===== src/rtl/core_bus_arbiter.sv =====
// core_bus_arbiter: serialises whole transactions from two host masters onto the core_selector bus.
// Round-robin by default; define ARB_FIXED_PRIO_EN to give master 0 fixed priority on ties.
module core_bus_arbiter #(
  parameter int unsigned ADDR_WIDTH   = 16,
  parameter int unsigned READ_LATENCY = 2,
  localparam int unsigned DATA_WIDTH  = 32
) (
  input  logic                  clk,
  input  logic                  reset_n,

  input  logic                  m0_req,
  input  logic                  m0_we,
  input  logic [ADDR_WIDTH-1:0] m0_addr,
  input  logic [DATA_WIDTH-1:0] m0_wdata,
  output logic                  m0_ack,
  output logic [DATA_WIDTH-1:0] m0_rdata,

  input  logic                  m1_req,
  input  logic                  m1_we,
  input  logic [ADDR_WIDTH-1:0] m1_addr,
  input  logic [DATA_WIDTH-1:0] m1_wdata,
  output logic                  m1_ack,
  output logic [DATA_WIDTH-1:0] m1_rdata,

  output logic [ADDR_WIDTH-1:0] bus_addr,
  output logic                  bus_wr,
  output logic                  bus_rd,
  output logic [DATA_WIDTH-1:0] bus_wdata,
  input  logic [DATA_WIDTH-1:0] bus_rdata,
  output logic                  busy
);

  localparam int unsigned CNT_WIDTH = 4;

  typedef enum logic [1:0] {IDLE, ISSUE, WAIT, DONE} state_t;

  typedef struct packed {
    logic                  we;
    logic [ADDR_WIDTH-1:0] addr;
    logic [DATA_WIDTH-1:0] wdata;
  } xact_t;

  state_t                state_q, state_d;
  xact_t                 xact_q, xact_d;
  xact_t                 req0, req1, sel_xact;
  logic                  grant_q, grant_d;
  logic                  pick;
  logic                  ack_c;
  logic [CNT_WIDTH-1:0]  lat_q, lat_d;
  logic                  bus_wr_q, bus_wr_d;
  logic                  bus_rd_q, bus_rd_d;
  logic                  m0_ack_q, m0_ack_d;
  logic                  m1_ack_q, m1_ack_d;
  logic [DATA_WIDTH-1:0] m0_rdata_q, m0_rdata_d;
  logic [DATA_WIDTH-1:0] m1_rdata_q, m1_rdata_d;
  logic                  busy_q, busy_d;

  assign req0     = {m0_we, m0_addr, m0_wdata};
  assign req1     = {m1_we, m1_addr, m1_wdata};
  assign sel_xact = pick ? req1 : req0;

  // Winner selection when leaving IDLE (1 = master 1)
`ifdef ARB_FIXED_PRIO_EN
  assign pick = ~m0_req;
`else
  logic last_grant_q, last_grant_d;
  assign pick = (m0_req && m1_req) ? ~last_grant_q : ~m0_req;
`endif

  // State and registered-output update
  always_ff @(posedge clk or negedge reset_n) begin
    if (!reset_n) begin
      state_q      <= IDLE;
      xact_q       <= '0;
      grant_q      <= 1'b0;
      lat_q        <= '0;
      bus_wr_q     <= 1'b0;
      bus_rd_q     <= 1'b0;
      m0_ack_q     <= 1'b0;
      m1_ack_q     <= 1'b0;
      m0_rdata_q   <= '0;
      m1_rdata_q   <= '0;
      busy_q       <= 1'b0;
`ifndef ARB_FIXED_PRIO_EN
      last_grant_q <= 1'b1;
`endif
    end else begin
      state_q      <= state_d;
      xact_q       <= xact_d;
      grant_q      <= grant_d;
      lat_q        <= lat_d;
      bus_wr_q     <= bus_wr_d;
      bus_rd_q     <= bus_rd_d;
      m0_ack_q     <= m0_ack_d;
      m1_ack_q     <= m1_ack_d;
      m0_rdata_q   <= m0_rdata_d;
      m1_rdata_q   <= m1_rdata_d;
      busy_q       <= busy_d;
`ifndef ARB_FIXED_PRIO_EN
      last_grant_q <= last_grant_d;
`endif
    end
  end

  // Next state and next values of every registered output
  always_comb begin
    state_d      = state_q;
    xact_d       = xact_q;
    grant_d      = grant_q;
    lat_d        = lat_q;
    bus_wr_d     = 1'b0;
    bus_rd_d     = 1'b0;
    ack_c        = 1'b0;
    m0_rdata_d   = m0_rdata_q;
    m1_rdata_d   = m1_rdata_q;
`ifndef ARB_FIXED_PRIO_EN
    last_grant_d = last_grant_q;
`endif

    unique case (state_q)
      IDLE: begin
        if (m0_req || m1_req) begin
          grant_d      = pick;
          xact_d       = sel_xact;
          bus_wr_d     = sel_xact.we;
          bus_rd_d     = ~sel_xact.we;
          state_d      = ISSUE;
`ifndef ARB_FIXED_PRIO_EN
          last_grant_d = pick;
`endif
        end
      end
      ISSUE: begin
        if (xact_q.we) begin
          ack_c   = 1'b1;
          state_d = DONE;
        end else begin
          lat_d   = CNT_WIDTH'(READ_LATENCY - 1);
          state_d = WAIT;
        end
      end
      WAIT: begin
        if (lat_q == '0) begin
          ack_c   = 1'b1;
          state_d = DONE;
          if (grant_q) m1_rdata_d = bus_rdata;
          else         m0_rdata_d = bus_rdata;
        end else begin
          lat_d = lat_q - CNT_WIDTH'(1);
        end
      end
      DONE: begin
        state_d = IDLE;
      end
      default: begin
        state_d = IDLE;
      end
    endcase

    // Grant is frozen outside IDLE, so the ack can route on the current grant
    m0_ack_d = ack_c & ~grant_q;
    m1_ack_d = ack_c & grant_q;
    busy_d   = (state_d != IDLE);
  end

  assign bus_addr  = xact_q.addr;
  assign bus_wdata = xact_q.wdata;
  assign bus_wr    = bus_wr_q;
  assign bus_rd    = bus_rd_q;
  assign m0_ack    = m0_ack_q;
  assign m1_ack    = m1_ack_q;
  assign m0_rdata  = m0_rdata_q;
  assign m1_rdata  = m1_rdata_q;
  assign busy      = busy_q;

endmodule

===== config.mk =====
export PLATFORM = sky130hd
export DESIGN_NAME = core_bus_arbiter
export DESIGN_NICKNAME = d
export VERILOG_FILES = /design/src/rtl/core_bus_arbiter.sv
export SDC_FILE = /design/constraint.sdc
export NUM_CORES = 1
export LEC_CHECK = 0
export BUFFER_PORTS_ARGS = -buffer_cell sky130_fd_sc_hd__buf_2
export CORE_MARGIN = 2
export CORE_UTILIZATION = 40
export CTS_CLUSTER_DIAMETER = 150
export CTS_CLUSTER_SIZE = 30
export DETAILED_ROUTE_END_ITERATION = 16
export GPL_ROUTABILITY_DRIVEN = 0
export GPL_TIMING_DRIVEN = 0
export PLACE_DENSITY = 0.65
export SLEW_MARGIN = 20
export SYNTH_ARGS = -nofsm -noshare
export SYNTH_HDL_FRONTEND = slang
export SYNTH_SLANG_ARGS = --single-unit
export TNS_END_PERCENT = 10

===== constraint.sdc =====
create_clock -name clk -period 2 [get_ports clk]
set_clock_uncertainty 0.15 [all_clocks]
set_input_delay 0 -clock clk [delete_from_list [all_inputs] [get_ports clk]]
set_output_delay 0 -clock clk [all_outputs]
set_load 0.005 [all_outputs]

==> flow_metrics.tcl, run 1 <==
set metrics [dict create \
    hp-class "in2reg" \
    fin_crit_ns 1.94 \
    wirelength_mm 19.7 \
    drt-pass1-iter-count 5 \
    synth_edf_count 0 \
    ys_types 36 \
    fin_nets 1064 \
    syn_area_mm2 0.00586 \
    vias_per_cell 5.11 \
    fin_crit_sh_pct 97.2 \
    antenna_cells 0 \
    yosys.area_share.simple_pct 6.17 \
    cp_max_fo 10 \
    async_reset_ff_share_pct 100 \
    setup_slack_ns 0.0562 \
    p_per_area_mw_per_mm2 1470 \
    ys.flop_type "dfrtp_1" \
    synth_compound_area_share_pct 15.3 \
    p_sw_w 0.00460 \
    htree_levels 4 \
    rsz0062_at_grt "yes" \
    worst_pin_slew_ns 0.513 \
    power_frac_clock_pct 24.3 \
    yosysTopAreaCellShare_pct 53.3 \
    grt_max_degree 95 \
    synth_top_family_by_area "compound AO/OA/AOI/OAI gates" \
    p_seq_share_pct 33.1 \
    synth_xor_area_share_pct 0 \
    clock_latency_ns 0.41 \
    internal_power_w 0.00925 \
    fmax_mhz 514 \
    hold_viol 1 \
    reg2reg_from "state_q[0]" \
    yosysWarnings 0 \
    fillCellCount 1058 \
    final_layout_size_suffix_gt1_share_pct 45.9 \
    power_frac_comb_pct 42.5 \
    reg2reg_slack_ns 0.06 \
    fp.dieH_um 125 \
    syn_nets 660 \
    synth_area_leaders "dfrtp_1 (53%), mux2_4 (7.7%), buf_4 (6.5%), mux2_2 (6.1%), a31oi_1 (5.4%)" \
    holdWs_ns -0.0307 \
    dieArea_mm2 0.0156 \
    antenna_left 0 \
    antenna_found_initial 0 \
    multiInputGateArea_mm2 0.00217 \
    cellLeakagePower_nw 4.51 \
    crit_start "state_q[0]" \
    overflow 0 \
    r2r-end "m0_rdata[4]" \
    start_kind "flop" \
    first_iter_violations 294 \
    cts.clk_slew.worst_paths_ns 0.06 \
    swShare_pct 33.2 \
    crit_end "m0_rdata[4]" \
    die_w_um 125 \
    core_mm2 0.0144 \
    cts_buffers 17 \
    r2r_cells 6 \
    clk_path_buf_depth 2 \
    grt_pass1_vias 6185 \
    yosysTopAreaCell "dfrtp_1" \
    post-place-ws_ns -0.0731 \
    postSynthAreaPerCell_um2 11.2 \
    status "finished with violations" \
    num_io_pins 251 \
    drc 0 \
    ys_seq_area_share_pct 53.8 \
    slew_headroom_pct 65.8 \
    fin_util_pct 65.4 \
    setup_violations 0 \
    area_delta_synth_final_pct 60.9 \
    worstPathArrival_ns 2.08 \
    synth-seq-cells 126 \
    critical_path_class "reg2reg" \
    grt_pass1_wl_mm 31.9 \
    post-dp-hpwl_mm 12.3 \
    synthTopCellsByCount "dfrtp_1 (125), a31oi_1 (51), buf_4 (51), nor2_1 (51), a21oi_1 (50)" \
    peakVddDrop_mv 0.645 \
    synthAdderAreaFrac_pct 0.853 \
    ff_latch_area_mm2 0.00315 \
    slew_violations 0 \
    grt_usage_pct 25.4 \
    violations "hold timing" \
    numPortBuffers 249 \
    rows 44 \
    clockRootBuffer "clkbuf_16" \
    muxShareOfSynthArea_pct 14.2 \
    drv_cap 0 \
    start_util_pct 40.7 \
    via_count 5735 \
    wl_per_cell_um 17.5 \
    netlist_instances 522 \
    required_ns 2.14 \
    cts_sinks 126 \
    cts_tree "built" \
    cp-end-kind "flop" \
    synth.most_common_cell "dfrtp_1" \
]
worst max-delay path, stage by stage (launching register included):
cell and delay [ns]:
dfrtp_1 0.39, inv_1 0.13, ha_4 0.20, nand4bb_4 0.17, nor2_4 0.21, buf_4 0.21, mux2_2 0.35
cells by family (layout without fill, tap and decap cells):
logic type,after synthesis,after routing
compound gates,161,161
flops,126,126
buf+inv,93,510
simple gates,74,74
mux,64,64
fa+ha+maj,4,4
worst min-delay path by stage:
stage / cells after the start / to / start
after floorplan: 0 / bus_addr[0] / reset_n
after CTS: 5 / last_grant_q / m1_req
final: 4 / bus_wdata[1] / m1_req
after global routing: 4 / bus_wdata[1] / m1_req
after detailed placement: 1 / m1_rdata[10] / reset_n
after global placement: 2 / m0_rdata[5] / bus_rdata[5]
area by class of cell:
| cell class | count | share of cell area (%) |
|---|---|---|
| Sequential cell | 126 | 33.4 |
| Timing Repair Buffer | 385 | 28.0 |
| Multi-Input combinational cell | 303 | 23.0 |
| Buffer | 87 | 6.05 |
| Clock buffer | 18 | 4.66 |
| Tap cell | 184 | 2.44 |
| Clock inverter | 14 | 2.16 |
| Inverter | 6 | 0.239 |
cell usage in the layout (no fill, tap or decap), types with 4 or more instances in the layout:
master	count
buf_6	4
buf_2	253
a21oi_1	50
a31oi_1	50
nor2_1	51
clkbuf_16	17
dlygate4sd3_1	133
clkbuf_1	13
inv_1	5
bufinv_16	4
mux2_4	30
inv_6	5
o21ai_0	49
buf_4	51
mux2_2	32
nand2_1	4
dfrtp_1	125
nand2b_1	4
clkbuf_2	13
power by group through the flow:
stage,clock network [W],logic (W),registers (W)
4_1_cts,0.00342,0.00571,0.00455
5_1_grt,0.00356,0.00644,0.00475
2_1_floorplan,0,0.00337,0.00452
6_report,0.00337,0.00589,0.00459
3_5_place_dp,0,0.00547,0.00458
3_3_place_gp,0,0.00534,0.00450
per-layer routing:
layer | part of all wire (%) | wire length [um] | up-vias | global-route usage, %
met2 | 50 | 9840 | 306 | 44.1
met5 | 0 | 0 | - | 0
met4 | 2.3 | 445 | 0 | 10.4
met1 | 40 | 7820 | 2778 | 29.6
li1 | - | - | 2612 | -
met3 | 8.0 | 1570 | 39 | 7.40
what timing repair did:
item                                   in CTS  in global routing
pin swaps                                   0                  1
hold buffers                              134                  0
setup endpoints to repair                  42                 74
buffers inserted                            0                  1
gates resized for setup                     3                 31
endpoints found under the hold margin     240                  0
state kept, by name, indices dropped and copies added, names as in the netlist:
signal,count
grant_q,1
bus_rd,1
m0_rdata,32
last_grant_q,1
busy,1
state_q,2
bus_wr,1
m1_rdata,32
bus_wdata,32
bus_addr,16
xact_q,1
lat_q,4
m0_ack,1
m1_ack,1
through the flow:
stage	power [W]	area (um^2)	hold WS [ns]	cells	setup TNS [ns]
3_5_place_dp	0.0100	7380	-0.261	956	-1.09
3_3_place_gp	0.00984	7340	0.0910	955	-107.44
4_1_cts	0.0137	9380	0.0363	1122	0
2_1_floorplan	0.00789	5860	-0.446	522	0
5_1_grt	0.0147	9430	0.00717	1123	-0.475
6_report	0.0139	9430	-0.0307	1123	0
Note: power is estimated with default switching activity, not from simulation.
==> run 2, diff against run 1 <==
CORE_MARGIN = 5   (was 2)
RECOVER_POWER = 50   (was unset)
==> run 2 against run 1 <==
Net effect: the run now ends clean; clock power down 7.1%; worst hold slack better by 0.044 ns; critical path depth up 1; first-iteration DRC count down 16%; sequential share of layout area up 0.63 points; final area down 1.9%; largest power group unchanged; highest routed layer unchanged.
==> flow_metrics.tcl, run 2 (synthesized netlist as in run 1, its figures left out) <==
set metrics [dict create \
    busiest_layer "met2" \
    vias_per_cell 5.12 \
    status "finished clean" \
    post-place-ws_ns -0.0285 \
    grt_pass1_vias 6114 \
    layout_common_cells "buf_2 (179), dlygate4sd3_1 (133), dfrtp_1 (125)" \
    die_w_um 131 \
    cts_setup_buffers 0 \
    cp_max_fo 10 \
    fin_crit_sh_pct 97.6 \
    fin_crit_ns 1.95 \
    power_w 0.0134 \
    final_common_cell "buf_2" \
    cts_sinks 126 \
    required_ns 2.15 \
    area_delta_synth_final_pct 57.9 \
    slew_headroom_pct 63.9 \
    clockRootBuffer "clkbuf_16" \
    setup_violations 0 \
    setup_slack_ns 0.0479 \
    cts_buffers 17 \
    clock_latency_ns 0.40 \
    use_met1_pct 26.6 \
    rsz0062_at_grt "yes" \
    grt_usage_pct 22.8 \
    grt_pass1_wl_mm 30.8 \
    fmax_mhz 512 \
    cp-end-kind "flop" \
    core_mm2 0.0145 \
    critical_path_class "reg2reg" \
    fin_nets 1062 \
    grt_max_degree 85 \
    drc 0 \
    overflow 0 \
    num_io_pins 251 \
    dieArea_mm2 0.0172 \
    drv_cap 0 \
    wirelength_mm 19.8 \
    peakVddDrop_mv 0.665 \
    worstPathArrival_ns 2.11 \
    fin_util_pct 63.9 \
    numPortBuffers 249 \
    cellLeakagePower_nw 4.27 \
    antenna_cells 0 \
    start_util_pct 40.5 \
    clk_path_buf_depth 2 \
    first_iter_violations 248 \
    rows 44 \
    p_per_area_mw_per_mm2 1450 \
    grt_use_met2_pct 38.8 \
    wl_per_cell_um 17.6 \
    antenna_found_initial 0 \
    antenna_left 0 \
    drt-pass1-iter-count 5 \
    cts_tree "built" \
    cts.clk_slew.worst_paths_ns 0.06 \
    post-dp-hpwl_mm 12.6 \
    worst_pin_slew_ns 0.542 \
    hp-class "in2reg" \
    fp.dieH_um 131 \
    slew_violations 0 \
    via_count 5739 \
    grtUsageMet3_pct 6.81 \
    htree_levels 4 \
    hold_viol 0 \
    start_kind "flop" \
    final_layout_size_suffix_gt1_share_pct 37.1 \
]
-- run 2: report_power, final --
group,leakage (nW),internal [W],switching [W],total (W)
Combinational,2.52,0.00301,0.00263,0.00564
Clock,0.290,0.00202,0.00111,0.00313
Sequential,1.45,0.00385,0.000767,0.00462
Total,4.27,0.00889,0.00450,0.0134
-- run 2: area by class of cell --
cell class              count  area, um^2
fillers                  1137        5220
flip-flops and latches    126        3150
repair buffers            383        2520
multi-input cells         303        2160
plain buffers              87         567
clock buffers              22         464
well taps                 184         230
clock inverters            10         138
inverters                   6        22.5
-- run 2: worst paths after layout --
| check | cells past startpoint | from | slack, ns | endpoint |
|---|---|---|---|---|
| min reg2reg | 1 | m0_rdata[18] | 0.36 | m0_rdata[18] |
| max in group asynchronous | 4 | reset_n | 0.48 | bus_wdata[17] |
| max reg2reg | 7 | state_q[0] | 0.05 | bus_wdata[18] |
| max | 7 | state_q[0] | 0.05 | bus_wdata[18] |
| min | 4 | m1_req | 0.01 | bus_wdata[1] |
| min in group asynchronous | 3 | reset_n | 0.47 | m1_rdata[9] |
-- run 2: metrics by stage --
stage	hold slack [ns]	TNS [ns]	instances	area, um^2
2_1_floorplan	-0.446	0	522	5860
3_3_place_gp	0.0860	-105.66	955	7340
3_5_place_dp	-0.196	-0.340	956	7370
4_1_cts	0.0584	0	1121	9310
5_1_grt	0.0279	-0.0883	1121	9260
6_report	0.0136	0	1121	9260
-- run 2: routing by layer --
| metal | wire length, um | part of all wire, % |
|---|---|---|
| met1 | 7720 | 39 |
| met2 | 9560 | 48 |
| met3 | 1930 | 9.8 |
| met4 | 561 | 2.8 |
| met5 | 0 | 0 |
-- run 2: worst max-delay path: stages, from the launching register on --
cell	delay, ns
dfrtp_1	0.40
inv_1	0.13
ha_2	0.28
o21a_1	0.14
buf_2	0.21
clkbuf_2	0.28
nor2_1	0.07
a21oi_1	0.20
-- run 2: timing repair --
| item | 4_1_cts | 5_1_grt |
|---|---|---|
| hold buffers | 133 | 0 |
| resized for setup | 4 | 26 |
| pin swaps | 0 | 0 |
| endpoints found under the hold margin | 241 | 0 |
| setup endpoints to repair | 34 | 69 |
==> run 3, diff against run 2 <==
CTS_BUF_LIST = sky130_fd_sc_hd__clkbuf_8   (was unset)
clock period = 2.05 ns   (was 2 ns; I/O delays follow)
==> run 3 against run 2 <==
Net effect: sequential power is 3% lower; first-iteration DRC count is 6.5% lower; power is 9.3% lower; via count hardly changed; critical path type unchanged; setup slack better by 0.025 ns; final cell count is 0.18% higher; worst hold slack better by 0.19 ns; combinational power is 3% lower; die area stayed put.
==> flow_metrics.tcl, run 3 (synthesized netlist as in run 1, its figures left out) <==
set metrics [dict create \
    status "finished clean" \
    final_layout_size_suffix_gt1_share_pct 36.4 \
    reg2reg_from "state_q[0]" \
    fmax_mhz 506 \
    clk_path_buf_depth 2 \
    fin_crit_sh_pct 96.4 \
    drc 0 \
    cp-end-kind "flop" \
    drv_cap 0 \
    setup_violations 0 \
    antenna_left 0 \
    grt_max_degree 85 \
    hp-start "bus_rdata[11]" \
    clockRootBuffer "clkbuf_8" \
    required_ns 2.20 \
    wirelength_mm 19.7 \
    core_mm2 0.0145 \
    rsz0062_at_grt "yes" \
    fin_crit_ns 1.98 \
    cp_max_fo 10 \
    clock_latency_ns 0.42 \
    first_iter_violations 232 \
    cts_buffers 17 \
    grt_pass1_vias 5995 \
    antenna_cells 0 \
    layout_common_cells "buf_2 (178), dlygate4sd3_1 (134), dfrtp_1 (125)" \
    slew_violations 0 \
    peakVddDrop_mv 0.645 \
    slew_headroom_pct 49.7 \
    tns_ns 0 \
    die_w_um 131 \
    antenna_found_initial 0 \
    fillCellCount 1167 \
    drt-pass1-iter-count 5 \
    htree_levels 4 \
    p_per_area_mw_per_mm2 1340 \
    area_delta_synth_final_pct 54.1 \
    wl_per_cell_um 17.5 \
    fp.dieH_um 131 \
    hp-class "in2reg" \
    start_kind "flop" \
    cts.clk_slew.worst_paths_ns 0.07 \
    cts_setup_buffers 0 \
    num_io_pins 251 \
    worstPathArrival_ns 2.13 \
    crit_start "state_q[0]" \
    critical_path_class "reg2reg" \
    post-dp-hpwl_mm 12.6 \
    start_util_pct 40.5 \
    final_common_cell "buf_2" \
    fin_util_pct 62.4 \
    cts_tree "built" \
    grt_pass1_wl_mm 30.5 \
    rows 44 \
    overflow 0 \
    hold_viol 0 \
    fin_nets 1064 \
    numPortBuffers 249 \
    cellLeakagePower_nw 4.17 \
    via_count 5735 \
    vias_per_cell 5.11 \
    grt_usage_pct 22.6 \
    dieArea_mm2 0.0172 \
    cts_sinks 126 \
    worst_pin_slew_ns 0.755 \
]
run 3: changes by cell type in the layout (fill, tap and decap cells not counted), sizes merged:
| cell | before | now |
|---|---|---|
| buf | 205 | 204 |
| clkbuf | 154 | 153 |
| dlygate4sd3 | 133 | 134 |
| inv | 6 | 9 |
run 3: repair_timing:
action / in CTS / in global routing
hold buffers: 134 / 1
setup endpoints to repair: 0 / 73
hold endpoints to repair: 241 / 1
resized for setup: 0 / 21
run 3: final cells by class:
class | instances | area, um^2 | share of cell area (%)
clock inverters | 13 | 149 | 1.65
inverters | 6 | 22.5 | 0.249
well taps | 184 | 230 | 2.55
repair buffers | 385 | 2510 | 27.8
multi-input cells | 303 | 2150 | 23.8
flip-flops and latches | 126 | 3150 | 34.9
plain buffers | 87 | 553 | 6.12
clock buffers | 19 | 262 | 2.89
run 3: worst paths after layout:
path	slack, ns	endpoint	cells past startpoint
hold reg to reg	0.34	m0_rdata[6]	1
max in group asynchronous	0.23	bus_wdata[18]	4
setup reg to reg	0.07	m0_rdata[4]	6
setup / recovery	0.07	m0_rdata[4]	6
min in group asynchronous	0.76	last_grant_q	3
hold / removal	0.21	m1_rdata[11]	3
run 3: power breakdown:
part | leakage (nW) | total [W] | internal [W] | switching [W]
clock | 0.215 | 0.00222 | 0.00125 | 0.000972
combinational | 2.50 | 0.00545 | 0.00291 | 0.00254
sequential | 1.45 | 0.00447 | 0.00375 | 0.000721
run 3: worst max-delay path, cell delays in order, from the launching register on:
cell,delay [ns]
dfrtp_1,0.40
inv_1,0.09
ha_2,0.26
nand4bb_4,0.19
nor2_4,0.19
buf_4,0.22
mux2_2,0.35
run 3: routing by layer:
metal / global-route usage, % / part of all wire (%) / wire, um
met1: 27.6 / 40 / 7940
met2: 37.7 / 48 / 9510
met5: 0 / 0 / 0
met3: 7.17 / 9.4 / 1860
met4: 7.92 / 1.9 / 376
run 3: per-stage QoR:
step                      std cells  hold WS (ns)  total power (W)  instance area, um^2  worst slack [ns]
final                          1123         0.206           0.0121                 9040            0.0728
after global routing           1123         0.172           0.0130                 9040           -0.0285
after CTS                      1122        0.0219           0.0123                 9140            0.0151
after detailed placement        956        -0.196          0.00984                 7370            0.0215
after global placement          955        0.0860          0.00965                 7340            -0.801
after floorplan                 522        -0.446          0.00770                 5860             0.231
